## src/rtl/swd_host.sv

```systemverilog
`default_nettype none
// ============================================================================
// Module      : swd_host
// Description : Serial Wire Debug host engine. Issues one SWD packet (DP/AP
//               read or write) or a line-reset sequence per command, generates
//               SWCLK from the system clock, and captures ACK, read data and
//               read-data parity status.
// Revision    : 1.0 - initial release
// ============================================================================
module swd_host #(
  parameter int CLK_DIV = 4,  // half-period of o_swclk in i_clk cycles (>=2)
  parameter int TURN    = 1   // turnaround length in bit periods (1..4)
) (
  input  logic        i_clk,
  input  logic        i_reset,
  input  logic        i_start,
  input  logic        i_line_reset,
  input  logic        i_apndp,
  input  logic        i_rnw,
  input  logic [1:0]  i_addr,
  input  logic [31:0] i_wdata,
  output logic        o_busy,
  output logic        o_done,
  output logic [2:0]  o_ack,
  output logic [31:0] o_rdata,
  output logic        o_perr,
  output logic        o_swclk,
  output logic        o_swdio_out,
  output logic        o_swdio_oe,
  input  logic        i_swdio_in
);

  localparam int PW = $clog2(2 * CLK_DIV);
  localparam logic [PW-1:0] PH_LAST = PW'(2 * CLK_DIV - 1);
  localparam logic [PW-1:0] PH_HIGH = PW'(CLK_DIV);
  localparam logic [5:0]    TRN_LAST = 6'(TURN - 1);

  localparam logic [3:0] S_IDLE     = 4'd0;
  localparam logic [3:0] S_REQ      = 4'd1;
  localparam logic [3:0] S_TRN1     = 4'd2;
  localparam logic [3:0] S_ACK      = 4'd3;
  localparam logic [3:0] S_RDATA    = 4'd4;
  localparam logic [3:0] S_TRN2     = 4'd5;
  localparam logic [3:0] S_WDATA    = 4'd6;
  localparam logic [3:0] S_IDLEBITS = 4'd7;
  localparam logic [3:0] S_LRST     = 4'd8;

  logic [3:0]    state;
  logic [3:0]    next_state;
  logic [PW-1:0] phase;          // position inside the current bit period
  logic [5:0]    bit_cnt;        // bit index inside the current state
  logic [5:0]    field_last;     // index of the last bit of the current state
  logic          accept;
  logic          bit_end;
  logic          last_bit;
  logic [2:0]    ack_now;        // ACK including the bit sampled this cycle

  logic [7:0]    req_bits;
  logic          cmd_rnw;
  logic [31:0]   wdata_q;
  logic [2:0]    ack_sh;
  logic          ack_ok;
  logic [31:0]   rdata_sh;
  logic          perr_sh;
  logic [2:0]    ack_q;
  logic [31:0]   rdata_q;
  logic          perr_q;
  logic          done_q;

  assign accept  = (state == S_IDLE) && (i_start || i_line_reset);
  assign bit_end = (state != S_IDLE) && (phase == PH_LAST);
  assign last_bit = bit_end && (bit_cnt == field_last);
  assign ack_now = {i_swdio_in, ack_sh[2:1]};

  // Length of each state's field, expressed as its final bit index
  always_comb begin
    field_last = 6'd0;
    case (state)
      S_REQ:      field_last = 6'd7;
      S_TRN1:     field_last = TRN_LAST;
      S_ACK:      field_last = 6'd2;
      S_RDATA:    field_last = 6'd32;
      S_TRN2:     field_last = TRN_LAST;
      S_WDATA:    field_last = 6'd32;
      S_IDLEBITS: field_last = 6'd7;
      S_LRST:     field_last = 6'd63;
      default:    field_last = 6'd0;
    endcase
  end

  // State register
  always_ff @(posedge i_clk or negedge i_reset) begin
    if (!i_reset) state <= S_IDLE;
    else          state <= next_state;
  end

  // Next-state logic: states only advance at the end of their final bit
  always_comb begin
    next_state = state;
    case (state)
      S_IDLE: begin
        if (i_line_reset)  next_state = S_LRST;
        else if (i_start)  next_state = S_REQ;
      end
      S_REQ:   if (last_bit) next_state = S_TRN1;
      S_TRN1:  if (last_bit) next_state = S_ACK;
      S_ACK: begin
        if (last_bit) begin
          if ((ack_now == 3'b001) && cmd_rnw) next_state = S_RDATA;
          else                                next_state = S_TRN2;
        end
      end
      S_RDATA: if (last_bit) next_state = S_TRN2;
      S_TRN2: begin
        if (last_bit) begin
          if (!ack_ok)      next_state = S_IDLE;
          else if (cmd_rnw) next_state = S_IDLEBITS;
          else              next_state = S_WDATA;
        end
      end
      S_WDATA:    if (last_bit) next_state = S_IDLEBITS;
      S_IDLEBITS: if (last_bit) next_state = S_IDLE;
      S_LRST:     if (last_bit) next_state = S_IDLE;
      default:    next_state = S_IDLE;
    endcase
  end

  // Bit timing, command latch, sampling and result registers
  always_ff @(posedge i_clk or negedge i_reset) begin
    if (!i_reset) begin
      phase    <= '0;
      bit_cnt  <= 6'd0;
      req_bits <= 8'd0;
      cmd_rnw  <= 1'b0;
      wdata_q  <= 32'd0;
      ack_sh   <= 3'd0;
      ack_ok   <= 1'b0;
      rdata_sh <= 32'd0;
      perr_sh  <= 1'b0;
      ack_q    <= 3'd0;
      rdata_q  <= 32'd0;
      perr_q   <= 1'b0;
      done_q   <= 1'b0;
    end else begin
      done_q <= (state != S_IDLE) && (next_state == S_IDLE);
      if (accept) begin
        phase   <= '0;
        bit_cnt <= 6'd0;
        if (!i_line_reset) begin
          // Request: start, APnDP, RnW, A2, A3, parity, stop, park (LSB first)
          req_bits <= {1'b1, 1'b0, i_apndp ^ i_rnw ^ i_addr[0] ^ i_addr[1],
                       i_addr[1], i_addr[0], i_rnw, i_apndp, 1'b1};
          cmd_rnw  <= i_rnw;
          wdata_q  <= i_wdata;
        end
      end else if (state != S_IDLE) begin
        phase <= bit_end ? '0 : phase + PW'(1);
        if (bit_end) begin
          bit_cnt <= last_bit ? 6'd0 : bit_cnt + 6'd1;
          case (state)
            S_ACK: begin
              ack_sh <= ack_now;
              if (last_bit) ack_ok <= (ack_now == 3'b001);
            end
            S_RDATA: begin
              if (bit_cnt < 6'd32) rdata_sh <= {i_swdio_in, rdata_sh[31:1]};
              else                 perr_sh  <= (^rdata_sh) != i_swdio_in;
            end
            default: ;
          endcase
        end
        // Results are published together with the done pulse
        if (last_bit && (next_state == S_IDLE)) begin
          if (state == S_LRST) begin
            ack_q  <= 3'd0;
            perr_q <= 1'b0;
          end else begin
            ack_q <= ack_sh;
            if (ack_ok && cmd_rnw) begin
              rdata_q <= rdata_sh;
              perr_q  <= perr_sh;
            end else begin
              perr_q <= 1'b0;
            end
          end
        end
      end
    end
  end

  // Wire outputs decoded from the current state and bit position
  always_comb begin
    o_swdio_out = 1'b0;
    o_swdio_oe  = 1'b1;
    o_swclk     = (state != S_IDLE) && (phase >= PH_HIGH);
    case (state)
      S_REQ:   o_swdio_out = req_bits[bit_cnt[2:0]];
      S_TRN1, S_ACK, S_RDATA, S_TRN2: o_swdio_oe = 1'b0;
      S_WDATA: o_swdio_out = bit_cnt[5] ? (^wdata_q) : wdata_q[bit_cnt[4:0]];
      S_LRST:  o_swdio_out = (bit_cnt < 6'd56);
      default: ;
    endcase
  end

  assign o_busy  = (state != S_IDLE);
  assign o_done  = done_q;
  assign o_ack   = ack_q;
  assign o_rdata = rdata_q;
  assign o_perr  = perr_q;

endmodule
`default_nettype wire
```

## config.mk

```make
export PLATFORM = sky130hd
export DESIGN_NAME = swd_host
export DESIGN_NICKNAME = d
export VERILOG_FILES = /design/src/rtl/swd_host.sv
export SDC_FILE = /design/constraint.sdc
export NUM_CORES = 1
export LEC_CHECK = 0
export CORE_MARGIN = 2
export CORE_UTILIZATION = 52
export CTS_BUF_LIST = sky130_fd_sc_hd__clkbuf_8
export CTS_CLUSTER_SIZE = 10
export DETAILED_ROUTE_END_ITERATION = 6
export GPL_TIMING_DRIVEN = 0
export PLACE_DENSITY_LB_ADDON = 0.12
export SLEW_MARGIN = 20
export SYNTH_ARGS = -nofsm -noshare
export SYNTH_HDL_FRONTEND = slang
export SYNTH_SLANG_ARGS = --single-unit
```

## constraint.sdc

```tcl
create_clock -name i_clk -period 2.8 [get_ports i_clk]
set_input_delay 0.28 -clock i_clk [delete_from_list [all_inputs] [get_ports i_clk]]
set_output_delay 0.28 -clock i_clk [all_outputs]
set_load 0.02 [all_outputs]
```

---- Word level (Yosys, flattened, before mapping) ----
Memory sizes are Yosys's and may differ from the RTL's.
Index checks and enable logic that the tools add are counted.
storage, ports and cells
  flip-flop bits (word level) ............. 127
  memory bits (read-only) ................. 96
  output and inout port bits .............. 41
  memories kept ........................... 1
memory list
  memory           depth  width  rd ports  clocked after memory_dff  write ports  line  source
  (no name shown)  16     6      1         0                         0            78    case (state)
operators by class
  add/sub/neg operators ................... 2
  $lt $le $gt $ge ......................... 5
  eq/ne operators ......................... 12
  multiplexer cells ....................... 30
  bitwise logic cells ..................... 7
  reductions and logical operators ........ 26
operators by type and width
  kind                   count
  $reduce_xor A32 Y1     2
  $mux W4                9
  $pmux W4 S8            1
  $mux W6                4
  $reduce_and A5 Y1      4
  $eq A4 B3 Y1 const B   4
  $mux W3                5
  $lt A6 B6 Y1 const B   2
  $eq A4 B2 Y1 const B   2
  $logic_and A1 B1 Y1    8
  $logic_not A4 Y1       2
  $mux W1                8
  $add A6 B1 Y6 const B  1
  $eq A6 B6 Y1           1
  $lt A5 B6 Y1 const B   1
  $bmux W1 S5            1
  $eq A4 B1 Y1 const B   1
  $eq A4 B4 Y1 const B   1
  $lt A3 B4 Y1 const B   1
  $not A1 Y1             4
  $reduce_and A2 Y1      2
  $reduce_and A4 Y1      1
  $reduce_bool A2 Y1     2
  $reduce_bool A4 Y1     1
  other kinds (12)       14

---- Depth between registers and ports, before layout ----
Gate-level depths: netlist (run 1).
  depth after elaboration ................. 8
  gate-level depth with buffers ........... 10

---- Worst setup path after synthesis (run 1) ----
Ideal clock, no wire load.
  path kind ............................... register to output
  from .................................... reg bit_cnt[0]
  to ...................................... out o_swdio_out
  arrival time ............................ 2.515 ns
  required time ........................... 2.520 ns
  slack ................................... 0.005 ns
  stages on the path, launching flop included .. 8
  buffers on the path ..................... 2
  cell sequence ........................... dfrtp_1 buf_2 buf_2 mux4_2 mux4_2 mux2_2 o2111a_1 a22o_1
between the ends
  cells in the longest elaborated chain, start to end .. 4
  elaborated cells between the ends (all ways) .. 7
  classes of those cells .................. 1 x order compare; 6 x mux
RTL lines
  what                           line  source
  from (decl)                    51    logic [5:0] bit_cnt;
  from (signal assigned)         159   bit_cnt <= last_bit ? 6'd0 : bit_cnt + 6'd1;
  $bmux W1 S5                    199   S_WDATA: o_swdio_out = bit_cnt[5] ? (^wdata_q) : wdata_q[bit_cnt[4:0]];
  $mux W1 (not written as such)  199
  $mux W1                        199
  $pmux W1 S3 (*)                196   case (state)
  to (decl)                      28    output logic o_swdio_out,
Mark *: on every way between the ends. The rest lies on a longest branch, timed or not. The select of a mux whose other input is x is not followed.

---- Worst setup path in the final report (run 1) ----
Ends and elaborated chain as after synthesis.

==> results.ini, run 1 <==
[critical_path]
crit_fanout=4
worstPathArrival_ns=2.92
start_kind=register
worstPathRequired_ns=2.52
worst_path_class_setup=reg2out
cp-end-kind=output pin

[min_path]
worst_hold_path_type=in2async

[global_route]
gr-total-overflow=0
global_route.usage.met2=0.314
via_count_of_the_first_global_routing_pass=4155
use_met3=0.0680
global_route.usage.met1=0.298
globalRouteTotalUtil=0.214
wire_length_of_the_first_global_routing_pass_um=21100
grt_busiest_layer=met2
grt_antenna_before_repair=0
maximum_number_of_pins_on_one_net_before_global_route_repair=65

[cts]
buffer_depth_of_the_longest_clock_path=2
clk_transition_reported_paths_ns=0.07
cts_tree=yes
cts.root.buffer_cell=clkbuf_8
insertion_delay_ns=0.46
cts.htree.levels=4
cts_sinks=125
cts_made_buffers=17

[synthesis]
synth_top_cells_by_area=dfrtp_1, mux2_2, xnor2_1, mux2_4, mux4_2
count_of_distinct_cell_types_in_the_synthesized_netlist=52
asyncSetResetFlopFracSynth=1.00
yosys.cell_count.top_type=dfrtp_1
yosysWarningCount=0
synth_largest_area_cell=dfrtp_1
synth-seq-cells=125
yosysSeqAreaShare=0.506
mappedNetlistNets=503
synth-edff-count=0
post_synth_instance_area_um2=6180
yosysTopAreaCellShare=0.506
synth_ff_type=dfrtp_1
postSynthCellCount=459
synth.cells.most_frequent=dfrtp_1, mux2_2, xnor2_1, mux2_4, nand2_1
syn_avg_cell_area_um2=13.5

[power]
power.density_nw_per_um2=836
p_seq_frac=0.376
cell_internal_pwr_uw=4310
net-switching-power_uw=2100
share_comb_of_total_power=0.410
cellLeakagePower_uw=0.00353
clockPowerShare=0.214
max-vdd-ir-drop_mv=0.551
swShare=0.328

[sta]
final_max_slew_viol_count=0
finalWorstPathRequiredPeriod_ns=3.20
slew_headroom=0.608
hold_worst_slack_ns=0.371
timing.final.setup_violations=1
worst-slew-pin-transition_ns=0.587
post-route-worst-setup-slack_ns=-0.398
timing.fmax_mhz=313
worst_clock_skew_ns=0.0125
timing_hold_violations_final=0
period_share=1.14
rsz0062_at_grt=true

[place]
io_buffers=81
detailed_place.area_um2=7200
post-place-cells=684
detailed_placer_s_ending_hpwl_um=8670
finalWeightedCongestion=0.892

[final_layout]
finish.utilization=0.666
design.final.nets=613
finish.cell_count_without_fillers=724
antenna_cells_inserted=0
post_route_cells_drive_above_1_share=0.306
syn2layout_area_growth_pct=24.1
stdcell_area_um2=7670

[drt]
via_count=3949
total_wire_length_um=12400
vias_per_cell=5.45
detail_route.iter0.violations=240
wl_per_cell_um=17.2
drc=4
drt_first_pass_iters=7
drt.antenna.violating_nets=0

[floorplanning]
floorplan.initialDensity=0.537
num_io_pins=82
core_rows=39
placeableCoreArea_um2=11500
chipWidth_um=113
fp.dieH_um=113
dieArea_um2=12800

[flow_run]
drv.max_cap_violation_count=0

[status]
status=finished, violations left
failed_checks=design-rule violations, negative setup slack

## what timing repair did
item,4_1_cts,5_1_grt
pin swaps,2,0
endpoints found under the hold margin,61,0
endpoints found under the setup margin,79,33
hold buffers,1,0
buffers inserted,6,2
resized for setup,21,5
## per-stage QoR
stage,setup TNS (ns),total power (µW),setup slack (ns)
after floorplan,0,4410,0.00452
after global placement,-433.02,4920,-3.34
after detailed placement,-16.09,4970,-0.755
after CTS,-0.427,6450,-0.427
after global routing,-0.481,6800,-0.481
final,-0.398,6410,-0.398
## power groups by stage
stage               Sequential [µW]  Clock (µW)  Combinational, µW
floorplan                      2370           0               2050
global placement               2430           0               2490
detailed placement             2440           0               2530
CTS                            2410        1420               2620
global route                   2460        1510               2830
finish                         2410        1370               2630
## routing by layer
metal / vias up / wire [µm]
met5: - / 0
met4: 0 / 203
met3: 18 / 650
met2: 97 / 5750
met1: 1986 / 5820
li1: 1848 / -
## state kept, by name (all words and copies together), names as in the netlist
register / count
o_rdata: 32
o_done: 1
o_perr: 1
ack_sh: 3
bit_cnt: 6
o_ack: 3
state: 4
phase: 3
wdata_q: 32
rdata_sh: 32
perr_sh: 1
req_bits: 6
ack_ok: 1
## cells by family (layout without fill, tap and decap cells)
logic type                 after synthesis  after routing  synth area share
AOI/OAI and AO/OA                       47             47            0.0530
buffers and inverters                   27            149            0.0215
DFF                                    125            125             0.506
muxes                                  117            117             0.251
and+or+nand+nor                         71             71            0.0644
adders and majority gates                3              3           0.00607
xor gates and xnor gates                69             69            0.0978
## cell type report
cell class / count / area (µm²)
plain buffers: 23 / 140
clock buffers: 18 / 248
clock inverters: 13 / 88.8
fillers: 883 / 3840
inverters: 4 / 15.0
multi-input cells: 307 / 2960
flip-flops and latches: 125 / 3130
well taps: 143 / 179
repair buffers: 91 / 917
## cell usage in the layout, fill, tap and decap left out, types with 4 or more instances in the layout
| cell | n |
|---|---|
| mux2_2 | 75 |
| xnor2_1 | 61 |
| buf_4 | 8 |
| a21o_1 | 5 |
| xor2_1 | 8 |
| nor2_1 | 11 |
| mux2_4 | 31 |
| clkbuf_8 | 18 |
| dfrtp_1 | 125 |
| clkbuf_1 | 9 |
| clkinv_2 | 4 |
| mux4_2 | 11 |
| inv_1 | 10 |
| a21oi_1 | 6 |
| o21ai_0 | 10 |
| buf_2 | 5 |
| clkdlybuf4s50_1 | 78 |
| nand3_1 | 9 |
| buf_6 | 7 |
| nor2b_1 | 7 |
| a22oi_1 | 4 |
| nor3_1 | 4 |
| nand2_1 | 16 |
## worst max-delay path, cell delays in order (launching register included)
cell	delay, ns
dfrtp_1	0.37
buf_6	0.13
buf_6	0.10
mux4_2	0.51
mux4_2	0.46
mux2_4	0.29
o2111a_1	0.24
a22o_1	0.23
buf_6	0.13
## worst paths after layout
path / end / slack, ns / cells after the start / startpoint
min in group i_clk: wdata_q[2]$_DFFE_PN0P_ / 0.43 / 2 / i_wdata[2]
worst max-delay path: o_swdio_out / -0.40 / 8 / bit_cnt[0]$_DFFE_PN0P_
worst max register to register: o_rdata[19]$_DFFE_PN0P_ / 0.12 / 8 / state[0]$_DFF_PN0_
worst min register to register: phase[0]$_DFFE_PN0P_ / 0.49 / 1 / phase[0]$_DFFE_PN0P_
worst min-delay path: phase[0]$_DFFE_PN0P_ / 0.37 / 2 / i_reset
max in group asynchronous: o_rdata[26]$_DFFE_PN0P_ / 1.74 / 3 / i_reset
Note: power is estimated with default switching activity, not from simulation.
==> run 2, diff against run 1 <==
- ABC_AREA: default -> 1
==> results.ini, run 2 <==
[status]
status=completed

[drt]
drt.antenna.violating_nets=0  ; unchanged
drt_first_pass_iters=4  ; -3
detail_route.iter0.violations=269  ; +12%
total_wire_length_um=13700  ; +10%
vias_per_cell=5.40  ; -1.1%
via_count=4825  ; +22%
drc=0  ; -4
wl_per_cell_um=15.3  ; -11%

[global_route]
wire_length_of_the_first_global_routing_pass_um=23000  ; +9.1%
gr-total-overflow=0  ; unchanged
globalRouteTotalUtil=0.225  ; +0.0109
maximum_number_of_pins_on_one_net_before_global_route_repair=66  ; +1.5%
via_count_of_the_first_global_routing_pass=4944  ; +19%
grt_antenna_before_repair=0  ; unchanged

[cts]
cts.htree.levels=4  ; unchanged
cts.root.buffer_cell=clkbuf_8
cts_made_buffers=17  ; unchanged
cts_sinks=125  ; unchanged
insertion_delay_ns=0.45  ; about the same
buffer_depth_of_the_longest_clock_path=2  ; unchanged
clk_transition_reported_paths_ns=0.07  ; about the same
cts_tree=yes

[synthesis]
synth-edff-count=0  ; unchanged
synth-seq-cells=125  ; unchanged
synth.cells.most_frequent=dfrtp_1, nand2_1, xnor2_1, nor2_1, mux2_2
synth_largest_area_cell=dfrtp_1
mappedNetlistNets=672  ; +34%
syn_avg_cell_area_um2=9.93  ; -26%
yosys.cell_count.top_type=dfrtp_1
yosysSeqAreaShare=0.502  ; -0.00447
synth_ff_type=dfrtp_1
asyncSetResetFlopFracSynth=1.00  ; unchanged
count_of_distinct_cell_types_in_the_synthesized_netlist=34  ; -35%
post_synth_instance_area_um2=6240  ; +0.89%
postSynthCellCount=628  ; +37%
synth_top_cells_by_area=dfrtp_1, nand2_1, xnor2_1, mux2_2, mux2_1
yosysWarningCount=0  ; unchanged
yosysTopAreaCellShare=0.502  ; -0.00447

[sta]
finalWorstPathRequiredPeriod_ns=2.65  ; -0.553 ns
worst-slew-pin-transition_ns=0.776  ; +0.189 ns
worst_clock_skew_ns=0.0117  ; -0.000771 ns
timing_hold_violations_final=0  ; unchanged
final.setup.tns_ns=0  ; +0.398 ns
timing.fmax_mhz=378  ; +21%
period_share=0.945  ; -0.198
slew_headroom=0.477  ; -0.131
hold_worst_slack_ns=0.378  ; +0.00669 ns
final_max_slew_viol_count=0  ; unchanged
timing.final.setup_violations=0  ; -1
post-route-worst-setup-slack_ns=0.155  ; +0.553 ns

[place]
io_buffers=81  ; unchanged
pre_cts_ws_ns=-0.124  ; +0.630 ns
finalWeightedCongestion=0.904  ; +1.3%
detailed_placer_s_ending_hpwl_um=9720  ; +12%

[power]
cellLeakagePower_uw=0.00363  ; +2.9%
max-vdd-ir-drop_mv=0.561  ; +1.8%
power.density_nw_per_um2=904  ; +8.1%
swShare=0.364  ; +0.0365
net-switching-power_uw=2570  ; +22%
clockPowerShare=0.258  ; +0.044
share_comb_of_total_power=0.395  ; -0.015
p_seq_frac=0.347  ; -0.029
cell_internal_pwr_uw=4480  ; +4.0%

[critical_path]
worstPathRequired_ns=3.13  ; +0.61 ns
start_kind=register
cp-end-kind=register
crit_fanout=10  ; +6
worst_path_class_setup=reg2reg
worstPathArrival_ns=2.98  ; +0.06 ns

[final_layout]
syn2layout_area_growth_pct=25.1
mostFrequentLayoutCells=nand2_1, dfrtp_1, clkdlybuf4s50_1, xnor2_1, nor2_1
design.final.nets=778  ; +27%
fillers=966  ; +9.4%
antenna_cells_inserted=0  ; unchanged
post_route_cells_drive_above_1_share=0.154  ; -0.152

[floorplanning]
num_io_pins=82  ; unchanged
fp.dieH_um=114  ; +0.43%
chipWidth_um=114  ; +0.43%
placeableCoreArea_um2=11900  ; +3.0%
dieArea_um2=12900  ; +0.86%
core_rows=40  ; +2.6%
floorplan.initialDensity=0.526  ; -0.0110

[min_path]
worst_hold_path_type=in2async

[flow_run]
drv.max_cap_violation_count=0  ; unchanged

run 2: critical path, cell delays in order (launching register included):
cell      delay [ns]
dfrtp_1         0.35
clkbuf_1        0.37
nand2_1         0.10
inv_1           0.09
nand4_1         0.15
a21oi_4         0.27
nand2_4         0.12
inv_8           0.11
nor2_1          0.07
nor2_4          0.12
nand3_4         0.11
nor2_8          0.21
nand3_4         0.15
buf_6           0.19
nand2_1         0.06
nand2_1         0.05
run 2: power groups by stage:
stage	combinational, µW	clock (µW)	sequential, µW
2_1_floorplan	2160	0	2390
3_3_place_gp	2690	0	2440
3_5_place_dp	2760	0	2460
4_1_cts	2780	1850	2430
5_1_grt	3060	1920	2490
6_report	2790	1820	2450
run 2: what timing repair did:
action                                 CTS  global route
gates resized for setup                  9            14
pin swaps                                0             5
setup endpoints to repair                1            63
gates cloned                             0             1
hold buffers                             1             0
buffers inserted                         0             4
endpoints found under the hold margin   60             0
run 2: through the flow:
step	util	total power (µW)	cells	instance area, µm²
2_1_floorplan	-	4550	628	6240
3_3_place_gp	0.610	5130	856	7230
3_5_place_dp	0.612	5220	857	7260
4_1_cts	0.653	7050	890	7750
5_1_grt	0.658	7470	894	7800
6_report	0.658	7050	894	7800
run 2: metal layers:
layer / part of all wire / global-route usage
met4: 0.017 / 0.0992
met1: 0.43 / 0.277
met5: 0 / 0
met2: 0.51 / 0.382
met3: 0.048 / 0.0484
run 2: final cells by class:
| class | count | area, µm² | share of cell area |
|---|---|---|---|
| flip-flops and latches | 125 | 3130 | 0.401 |
| clock buffers | 18 | 248 | 0.0317 |
| plain buffers | 27 | 151 | 0.0194 |
| well taps | 147 | 184 | 0.0236 |
| repair buffers | 88 | 880 | 0.113 |
| multi-input cells | 442 | 2860 | 0.367 |
| clock inverters | 14 | 218 | 0.0279 |
| inverters | 33 | 131 | 0.0168 |
run 2: kinds of logic after synthesis:
kind of cell | Yosys count | share of synthesized area
flops | 125 | 0.502
fa+ha+maj | 3 | 0.00602
simple gates | 240 | 0.176
mux | 66 | 0.119
xor+xnor | 66 | 0.0927
compound gates | 67 | 0.0614
buf+inv | 61 | 0.0431
run 2: worst paths after layout:
path	from	to	slack, ns	depth (start not counted)
min in group i_clk	i_wdata[24]	wdata_q[24]$_DFFE_PN0P_	0.43	2
min reg2reg	req_bits[0]$_DFFE_PN0P_	req_bits[0]$_DFFE_PN0P_	0.47	2
max	bit_cnt[2]$_DFFE_PN0P_	o_rdata[14]$_DFFE_PN0P_	0.15	15
max reg2reg	bit_cnt[2]$_DFFE_PN0P_	o_rdata[14]$_DFFE_PN0P_	0.15	15
min	i_reset	wdata_q[24]$_DFFE_PN0P_	0.38	2
max in group asynchronous	i_reset	state[0]$_DFF_PN0_	1.68	3
==> run 3, diff against run 2 <==
- CORE_UTILIZATION: 52 -> 50
- CTS_BUF_LIST: sky130_fd_sc_hd__clkbuf_8 -> default
- SLEW_MARGIN: 20 -> default
==> results.ini, run 3 (same netlist as run 2, synthesis figures left out) <==
[global_route]
wire_length_of_the_first_global_routing_pass_um=23200  ; +0.93%
gr-total-overflow=0  ; unchanged
via_count_of_the_first_global_routing_pass=4902  ; -0.85%
maximum_number_of_pins_on_one_net_before_global_route_repair=105  ; +59%
globalRouteTotalUtil=0.223  ; -0.00193
grt_antenna_before_repair=0  ; unchanged

[floorplanning]
dieArea_um2=13400  ; +3.9%
placeableCoreArea_um2=12100  ; +2.1%
chipWidth_um=116  ; +1.9%
fp.dieH_um=116  ; +1.9%
floorplan.initialDensity=0.515  ; -0.0109
core_rows=40  ; unchanged
num_io_pins=82  ; unchanged

[drt]
wl_per_cell_um=15.3  ; +0.14%
drt_first_pass_iters=5  ; +1
vias_per_cell=5.27  ; -2.3%
via_count=4852  ; +0.56%
met3_length_um=573  ; -13%
drt.antenna.violating_nets=0  ; unchanged
met2RoutedLength_um=7040  ; +1.3%
detail_route.iter0.violations=350  ; +30%
total_wire_length_um=14100  ; +3.1%
drc=0  ; unchanged
routedLengthMet1_um=6320  ; +7.8%
top_layer_used=met4

[cts]
cts.htree.levels=4  ; unchanged
insertion_delay_ns=0.42  ; -0.03 ns
cts_tree=yes
cts_sinks=125  ; unchanged
cts_made_buffers=17  ; unchanged
cts.root.buffer_cell=clkbuf_16
buffer_depth_of_the_longest_clock_path=2  ; unchanged
clk_transition_reported_paths_ns=0.06  ; about the same

[place]
pre_cts_ws_ns=-0.251  ; -0.127 ns
detailed_placer_s_ending_hpwl_um=9770  ; +0.44%
finalWeightedCongestion=0.887  ; -1.8%
io_buffers=81  ; unchanged

[sta]
timing_hold_violations_final=0  ; unchanged
timing.final.setup_violations=0  ; unchanged
period_share=0.937  ; -0.00813
worst-slew-pin-transition_ns=0.838  ; +0.0616 ns
timing.fmax_mhz=381  ; +0.87%
worst_clock_skew_ns=0.00658  ; -0.00515 ns
post-route-worst-setup-slack_ns=0.178  ; +0.0228 ns
slew_headroom=0.436  ; -0.0415
finalWorstPathRequiredPeriod_ns=2.62  ; -0.0228 ns
final_max_slew_viol_count=0  ; unchanged
final.setup.tns_ns=0  ; unchanged

[final_layout]
mostFrequentLayoutCells=nand2_1, dfrtp_1, clkdlybuf4s50_1, xnor2_1, nor2_1
post_route_cells_drive_above_1_share=0.164  ; +0.00961
syn2layout_area_growth_pct=28.6
design.final.nets=783  ; +0.64%
layout.cells.most_common=nand2_1
antenna_cells_inserted=0  ; unchanged

[critical_path]
max_stage_delay_ns=0.47  ; +0.10 ns
cp_num_cells=15  ; unchanged
worstPathArrival_ns=2.93  ; -0.05 ns
critical_path.n_buffers_inverters=1  ; -3
start_kind=register
timing.critical_path.cells=nor2_4, nand2_1, nand2_1, nand4_1, a21oi_4, nand2_4, nand2_1, nand2_1, nor2_2, nand3_4, nor2_8, nand3_4, buf_6, nand2_1, nand2_1
r2r_cells=15  ; unchanged
path_delay_family=simple AND/OR/NAND/NOR gates
rrSetupSlack_ns=0.18  ; +0.02 ns
cp-end-kind=register
slowest_stage=dfrtp_2
worstPathRequired_ns=3.11  ; -0.02 ns
crit_fanout=10  ; unchanged
critical-path-top-cell-by-count=nand2_1
worst_path_class_setup=reg2reg

[power]
cellLeakagePower_uw=0.00372  ; +2.3%
power.density_nw_per_um2=931  ; +3.1%
share_comb_of_total_power=0.383  ; -0.012
p_seq_frac=0.327  ; -0.020
cell_internal_pwr_uw=4830  ; +7.6%
swShare=0.354  ; -0.0102
max-vdd-ir-drop_mv=0.599  ; +6.6%
clockPowerShare=0.289  ; +0.031
net-switching-power_uw=2640  ; +3.0%

[status]
status=completed

[min_path]
worst_hold_path_type=in2async

[flow_run]
drv.max_cap_violation_count=0  ; unchanged

## run 3: cell types whose count changed in the layout (fill, tap and decap cells not counted), moves of 3 or more
cell / delta
clkbuf_8: -16
bufinv_16: -3
clkbuf_16: +18
buf_4: +6
## run 3: final cells by class
class,instances,area (µm²)
timing repair buffer,94,945
inverter,33,131
clock buffer,20,457
sequential,125,3130
fill,980,4090
tap,168,210
clock inverter,12,136
multi-input combinational,442,2860
buffer,26,151
## run 3: power by group through the flow
stage,Combinational (µW),Sequential [µW],Clock [µW]
global route,3140,2500,2280
floorplan,2160,2390,0
detailed placement,2770,2450,0
finish,2860,2450,2160
CTS,2800,2430,2190
global placement,2720,2440,0
## run 3: final timing paths
path / startpoint / end
max in group asynchronous: i_reset / o_rdata[21]$_DFFE_PN0P_
min in group i_clk: i_wdata[19] / wdata_q[19]$_DFFE_PN0P_
setup / recovery: state[0]$_DFF_PN0_ / o_rdata[8]$_DFFE_PN0P_
setup reg to reg: state[0]$_DFF_PN0_ / o_rdata[8]$_DFFE_PN0P_
hold reg to reg: req_bits[0]$_DFFE_PN0P_ / req_bits[0]$_DFFE_PN0P_
hold / removal: i_reset / wdata_q[9]$_DFFE_PN0P_
## run 3: repair_timing
item                                    4_1_cts  5_1_grt
endpoints found under the setup margin        1       58
endpoints found under the hold margin        21        0
resized for setup                             9       16
hold buffers                                  1        0
pin swaps                                     0        6
buffers inserted                              0       10
cloned                                        0        1
## run 3: layer usage
layer / up-vias / GRT usage
met5: - / 0
met4: 0 / 0.0778
met3: 16 / 0.0581
met2: 108 / 0.372
met1: 2383 / 0.283
li1: 2345 / -
## run 3: through the flow
| stage | utilization | cells | hold WS (ns) | power, µW | cell area, µm² |
|---|---|---|---|---|---|
| after floorplan | - | 628 | -0.0156 | 4550 | 6240 |
| after global placement | 0.599 | 877 | 0.451 | 5160 | 7260 |
| after detailed placement | 0.602 | 878 | 0.151 | 5220 | 7290 |
| after CTS | 0.652 | 911 | 0.280 | 7410 | 7900 |
| after global routing | 0.662 | 920 | 0.299 | 7920 | 8020 |
| final | 0.662 | 920 | 0.291 | 7470 | 8020 |
